[config.mk]
export PLATFORM = sky130hd
export DESIGN_NAME = serial_to_parallel_rx
export DESIGN_NICKNAME = d
export VERILOG_FILES = /design/src/rtl/serial_to_parallel_rx.sv
export SDC_FILE = /design/constraint.sdc
export NUM_CORES = 1
export LEC_CHECK = 0
export CORE_ASPECT_RATIO = 1.4
export CORE_MARGIN = 2
export CORE_UTILIZATION = 45
export DETAILED_ROUTE_END_ITERATION = 10
export GPL_TIMING_DRIVEN = 0
export PLACE_DENSITY = 0.75
export SLEW_MARGIN = 20
export SYNTH_ARGS = -nofsm -noshare
export SYNTH_HDL_FRONTEND = slang
export SYNTH_SLANG_ARGS = --single-unit
[constraint.sdc]
create_clock -name clk -period 1.9 [get_ports clk]
set_clock_uncertainty 0.05 [all_clocks]
set_input_delay 0.19 -clock clk [delete_from_list [all_inputs] [get_ports clk]]
set_output_delay 0.19 -clock clk [all_outputs]
set_load 0.02 [all_outputs]
[src/rtl/serial_to_parallel_rx.sv]
// rtl/serial_to_parallel_rx.sv - MSB-first serial-to-parallel word receiver with valid/ready output
//
// Collects one bit per qualified clock into WIDTH-bit words and presents each
// completed word through a single holding register with sticky overrun.
//
// Ports:
//   clk          in   rising-edge clock
//   rst          in   asynchronous active-high reset
//   serial_in    in   serial data bit, sampled when bit_valid=1
//   bit_valid    in   qualifies serial_in on this edge
//   frame_sync   in   realign: discard partial word (this bit starts a new word)
//   out_ready    in   downstream accepts data_out this cycle
//   overrun_clr  in   clears sticky overrun
//   data_out     out  last completed word
//   out_valid    out  data_out holds an unaccepted word
//   busy         out  partial word in progress
//   overrun      out  sticky: a completed word was dropped

module serial_to_parallel_rx #(
    parameter int WIDTH = 8
) (
    input  logic             clk,
    input  logic             rst,
    input  logic             serial_in,
    input  logic             bit_valid,
    input  logic             frame_sync,
    input  logic             out_ready,
    input  logic             overrun_clr,
    output logic [WIDTH-1:0] data_out,
    output logic             out_valid,
    output logic             busy,
    output logic             overrun
);

    localparam int CW = $clog2(WIDTH);
    localparam logic [CW-1:0] CNT_MAX = CW'(WIDTH - 1);
    localparam logic [CW-1:0] CNT_ONE = CW'(1);

    logic [WIDTH-1:0] sr;
    logic [CW-1:0]    cnt;
    logic [WIDTH-1:0] word;
    logic             word_done;
    logic             can_load;

    // frame_sync outranks completion: a partial word is never delivered.
    assign word      = {sr[WIDTH-2:0], serial_in};
    assign word_done = bit_valid && !frame_sync && (cnt == CNT_MAX);
    assign can_load  = !out_valid || out_ready;
    assign busy      = (cnt != '0);

    // The shift happens on every qualified bit, including the realigning one;
    // stale upper bits are pushed out before the new word completes.
    always_ff @(posedge clk or posedge rst) begin
        if (rst) begin
            sr <= '0;
        end else if (bit_valid) begin
            sr <= word;
        end
    end

    always_ff @(posedge clk or posedge rst) begin
        if (rst) begin
            cnt <= '0;
        end else if (frame_sync) begin
            cnt <= bit_valid ? CNT_ONE : '0;
        end else if (bit_valid) begin
            cnt <= (cnt == CNT_MAX) ? '0 : cnt + CNT_ONE;
        end
    end

    always_ff @(posedge clk or posedge rst) begin
        if (rst) begin
            data_out  <= '0;
            out_valid <= 1'b0;
        end else if (word_done && can_load) begin
            data_out  <= word;
            out_valid <= 1'b1;
        end else if (out_valid && out_ready && !word_done) begin
            out_valid <= 1'b0;
        end
    end

    // A drop on the same edge as a clear must remain visible.
    always_ff @(posedge clk or posedge rst) begin
        if (rst) begin
            overrun <= 1'b0;
        end else if (word_done && !can_load) begin
            overrun <= 1'b1;
        end else if (overrun_clr) begin
            overrun <= 1'b0;
        end
    end

endmodule

==> results.cfg, run 1 <==
[run_status]
outcome = completed

[placement]
port_buffers = 17
gp_congestion = 0.6447
hpwl_um = 944.8
placed_area_um2 = 1059
dp_slack_ns = 0.2303
place_inst = 94

[finish]
design_area_um2 = 1084
syn_to_final_growth_pct = 25.51
finalNetCount = 89
n_fill_cell = 141
drive_above_1_share_pct = 28.57
diodes = 0
final_core_util_pct = 60.90
final_cells = 97

[yosys]
ys_types = 16
synthTopCellsByCount = dfrtp_1 (20), mux2_4 (8), mux2_2 (7)
ys_seq_area_share_pct = 57.97
synthesis.area_um2 = 863.3
synth.area.top_cells = dfrtp_1 (58%), mux2_4 (14%), mux2_2 (9.1%), ha_1 (4.3%), mux2i_1 (2.3%)
yosysWarnings = 0
synth_largest_area_cell = dfrtp_1
syn_area_per_cell_um2 = 15.15
synth-edff-count = 0
synthArstFlopShare_pct = 100.0
synth_nets = 67
syn-instance-count = 57
ys.flop_type = dfrtp_1
synth.most_common_cell = dfrtp_1
ys_seq_elements = 20
synth_top_area_share_pct = 57.97

[sta]
setup_violations = 0
finalHoldViolCount = 0
layout_setup_ws_ns = 0.2786
finalCriticalPeriod_ns = 1.621
timing.hold.ws_ns = 0.2712
rsz0062_at_grt = false
fin_crit_sh_pct = 85.34
relSlewSlack_pct = 51.12
fmax_ghz = 0.6168
tightest_slew_ns = 0.7323
setup_tns_ns = 0
slew_viol_final = 0

[global_route]
antenna_found_initial = 0
grt-ovfl-total = 0
grt_pass1_vias = 501
grtUsageTotal_pct = 13.03
grt_max_degree = 21
grt_pass1_wl_mm = 2.056

[power]
ir_worst_vdd_mv = 0.4583
total_power_mw = 0.8090
power_density_nw_per_um2 = 746.6
p_leak_nw = 0.5299

[critical_path]
critPathKind = reg2reg
arrival_ns = 1.75
ff2ff_setup_slack_ns = 0.28
cp-start-kind = flop
required_ns = 2.03
crit_path_end_kind = flop
rr_worst_depth = 6
critPathMaxFanout = 8

[floorplan]
dieWidth_um = 41.02
fp.dieH_um = 55.83
dieArea_um2 = 2290
core_area_um2 = 1779
start_util_pct = 48.52
io_pins = 18
fp-row-count = 18

[detailed_routing]
vias = 483
drt-pass1-iter-count = 4
postRouteAntennaNets = 0
vias_per_cell = 4.979
routed_wl_mm = 1.248
avgRoutedWirePerCell_um = 12.87
drtIter0Drc = 4
drc = 0

[clock_network]
cts_hold_buf = 0
path_clk_slew_ns = 0.10
cts_tree = built
insertion_delay_ns = 0.28
numCtsBuffers = 3
clk_path_buf_depth = 2
cts_sinks = 20
h-tree-depth = 1
post-cts-setup-buffers = 0
cts-root-buf = clkbuf_4

[worst_hold_path]
hold_class = in2async

[flow_run]
drv_cap = 0
-- repair_timing --
item / in CTS / in global routing
resized for setup: 0 / 1
setup endpoints to repair: 0 / 1
endpoints found under the hold margin: 0 / 0
-- placed cells by master (no fill, tap or decap) --
master | netlist | routed
clkdlybuf4s50_1 | 0 | 16
o22ai_1 | 1 | 1
ha_1 | 3 | 3
nor2b_2 | 1 | 1
dlymetal6s2s_1 | 0 | 1
buf_6 | 1 | 1
nand2b_1 | 2 | 2
nor2_1 | 3 | 3
o31ai_1 | 1 | 1
mux2_4 | 8 | 8
dfrtp_1 | 20 | 20
inv_1 | 4 | 4
buf_2 | 1 | 1
o21ai_0 | 1 | 1
mux2_2 | 7 | 7
mux2i_1 | 2 | 2
nand2_1 | 1 | 1
clkbuf_4 | 0 | 3
nand3b_4 | 1 | 1
-- layout make-up --
class	instances	area (um2)	share of cell area [%]
Clock buffer	3	22.52	2.079
Buffer	2	16.27	1.501
Sequential cell	20	500.5	46.19
Timing Repair Buffer	17	172.7	15.94
Multi-Input combinational cell	31	331.6	30.60
Inverter	4	15.01	1.386
Tap cell	20	25.02	2.309
-- power by group --
| part | internal, mW | leakage (nW) | switching, mW |
|---|---|---|---|
| clock network | 0.0735 | 0.0138 | 0.111 |
| registers | 0.473 | 0.261 | 0.0313 |
| logic | 0.0730 | 0.255 | 0.0473 |
| total | 0.619 | 0.530 | 0.190 |
-- metal layers --
metal | wire (um) | track usage [%] | vias up
met5 | 0 | 0 | -
met4 | 10 | 7.143 | 0
met2 | 632 | 19.64 | 8
li1 | - | - | 231
met3 | 42 | 2.400 | 2
met1 | 562 | 16.58 | 242
-- registers in the layout, indices dropped and copies added, names as in the netlist --
register / count
overrun: 1
out_valid: 1
cnt: 3
sr: 7
data_out: 8
-- kinds of logic (layout without fill, tap and decap cells) --
logic type	count (synthesis)	count (layout)	synth area share (%)
adder cells (fa/ha/maj)	3	3	4.348
AO/OA/AOI/OAI	3	3	2.174
flip-flops	20	20	57.97
AND/OR/NAND/NOR	8	8	6.521
buffers and inverters	6	26	3.622
multiplexers	17	17	25.36
-- critical path, stage by stage, from the launching register on --
cell      delay [ns]
dfrtp_1         0.39
ha_1            0.16
ha_1            0.21
nand3b_4        0.10
nor2b_2         0.13
buf_6           0.17
mux2_4          0.31
-- worst paths after layout --
| kind | from | endpoint |
|---|---|---|
| worst max register to register | cnt[0] | data_out[0] |
| max in group asynchronous | rst | data_out[7] |
| worst max-delay path | cnt[0] | data_out[0] |
| min in group clk | overrun_clr | overrun |
| worst min-delay path | rst | data_out[3] |
| worst min register to register | data_out[0] | data_out[0] |
(Power assumes the default switching activity.)
==> run 2, diff against run 1 <==
ABC_CLOCK_PERIOD_IN_PS = 1900   (was not set)
CORE_ASPECT_RATIO = not set   (was 1.4)
CORE_MARGIN = 8   (was 2)
CORE_UTILIZATION = 48   (was 45)
PLACE_DENSITY = 0.79   (was 0.75)
==> run 2 against run 1 <==
Effect of this change:
- non-clock buffer count stayed put
- sequential power hardly changed
- first-iteration DRC count is 50% higher
- combinational power hardly changed
- sequential share of layout area is 0.84 points lower
- critical endpoint is now data_out[5]
- register-to-register slack hardly changed
- via count is 0.21% lower
==> results.cfg, run 2 (synthesis results as in run 1) <==
[power]
clock_power_share_pct = 27.4
swShare_pct = 23.12
combPwrFrac_pct = 14.0
p_switching_mw = 0.1991
power_density_nw_per_um2 = 780.3
intPower_mw = 0.6620
ir_worst_vdd_mv = 0.4476
sequentialPowerShare_pct = 58.5
p_leak_nw = 0.5370
total_power_mw = 0.8611

[sta]
finalCriticalPeriod_ns = 1.621
finalHoldViolCount = 0
setup_violations = 0
fmax_ghz = 0.6170
tightest_slew_ns = 0.7123
setup_tns_ns = 0
timing.hold.ws_ns = 0.2462
fin_crit_sh_pct = 85.30
rsz0062_at_grt = false
slew_viol_final = 0
relSlewSlack_pct = 52.46

[detailed_routing]
route.met2.wl_um = 631
postRouteAntennaNets = 0
routed.top_layer = met4
met1Wirelength_um = 573
avgRoutedWirePerCell_um = 12.74
drt-pass1-iter-count = 2
drc = 0
vias_per_cell = 4.680
drtIter0Drc = 6
vias = 482
routed_wl_mm = 1.312
dr_wl_met3_um = 89

[finish]
n_fill_cell = 130
regMostFlops = data_out
diodes = 0
drive_above_1_share_pct = 29.49
largest_register_ffs = 8
syn_to_final_growth_pct = 27.83
reg.largest.list = data_out x8, sr x7, cnt x3
final_common_cell = dfrtp_1
register_area_um2 = 500.5
layout_common_cells = dfrtp_1 (20), clkdlybuf4s50_1 (16), mux2_4 (8), mux2_2 (7), inv_1 (4)
multi_input_area_um2 = 331.6
finalNetCount = 89

[clock_network]
numCtsBuffers = 3
cts-root-buf = clkbuf_4
h-tree-depth = 1
clk_path_buf_depth = 2
cts_hold_buf = 0
path_clk_slew_ns = 0.10
cts_sinks = 20
cts_tree = built
insertion_delay_ns = 0.29

[floorplan]
dieArea_um2 = 3412
fp-row-count = 15
core_area_um2 = 1708
start_util_pct = 50.55
io_pins = 18
fp.dieH_um = 58.41
dieWidth_um = 58.41

[placement]
port_buffers = 17
hpwl_um = 991.7
gp_congestion = 0.6696

[critical_path]
arrival_ns = 1.75
critPathKind = reg2reg
crit_path_end_kind = flop
cp-start-kind = flop
critPathMaxFanout = 8
required_ns = 2.03

[global_route]
antenna_found_initial = 0
grt_pass1_vias = 507
grt_pass1_wl_mm = 2.311
grt-ovfl-total = 0
grtUsageTotal_pct = 8.774
grt_max_degree = 21

[run_status]
outcome = completed

[worst_hold_path]
hold_class = in2async

[flow_run]
drv_cap = 0
==> run 2: cell count changes in the layout (fill, tap and decap cells not counted) <==
cell / before / now
clkbuf_8: 0 / 1
==> run 2: timing repair <==
action                                 in CTS  in global routing
endpoints found under the hold margin       0                  0
gates resized for setup                     0                  1
setup buffers                               0                  0
setup endpoints to repair                   0                  1
==> run 2: worst paths after layout <==
path                              from  cells past startpoint  slack [ns]           to
hold reg to reg            data_out[0]                      1        0.46  data_out[0]
hold / removal                     rst                      2        0.25       cnt[1]
max in group asynchronous          rst                      2        1.10  data_out[6]
min in group clk           overrun_clr                      2        0.41      overrun
setup reg to reg                cnt[0]                      6        0.28  data_out[5]
setup / recovery                cnt[0]                      6        0.28  data_out[5]
==> run 2: per-stage QoR <==
stage | instances | setup WS, ns | instance area [um2] | util [%]
3_5_place_dp | 99 | 0.2510 | 1065 | 62.34
4_1_cts | 103 | 0.008723 | 1101 | 64.47
3_3_place_gp | 99 | 0.2539 | 1065 | 62.34
5_1_grt | 103 | 0.1773 | 1104 | 64.62
2_1_floorplan | 57 | 0.3992 | 863.3 | -
6_report | 103 | 0.2792 | 1104 | 64.62
==> run 2: area by class of cell <==
type / count / area share, %
plain buffers: 2 / 1.474
clock buffers: 4 / 3.288
inverters: 4 / 1.361
multi-input cells: 31 / 30.05
flip-flops and latches: 20 / 45.35
well taps: 25 / 2.834
repair buffers: 17 / 15.65
==> run 2: power groups by stage <==
stage / Sequential [mW] / Combinational, mW / Clock [mW]
floorplan: 0.511 / 0.0747 / 0
global placement: 0.511 / 0.120 / 0
detailed placement: 0.513 / 0.124 / 0
CTS: 0.505 / 0.125 / 0.247
global route: 0.513 / 0.133 / 0.269
finish: 0.504 / 0.121 / 0.236
==> run 2: layer usage <==
metal | vias to the layer above | track usage (%)
met2 | 14 | 13.70
met4 | 0 | 6.294
li1 | 237 | -
met1 | 229 | 10.22
met5 | - | 0
met3 | 2 | 2.174
==> run 2: critical path, stage by stage, from the launching register on <==
cell      delay (ns)
dfrtp_1         0.40
ha_1            0.17
ha_1            0.20
nand3b_4        0.09
nor2b_2         0.12
buf_6           0.16
mux2_4          0.31
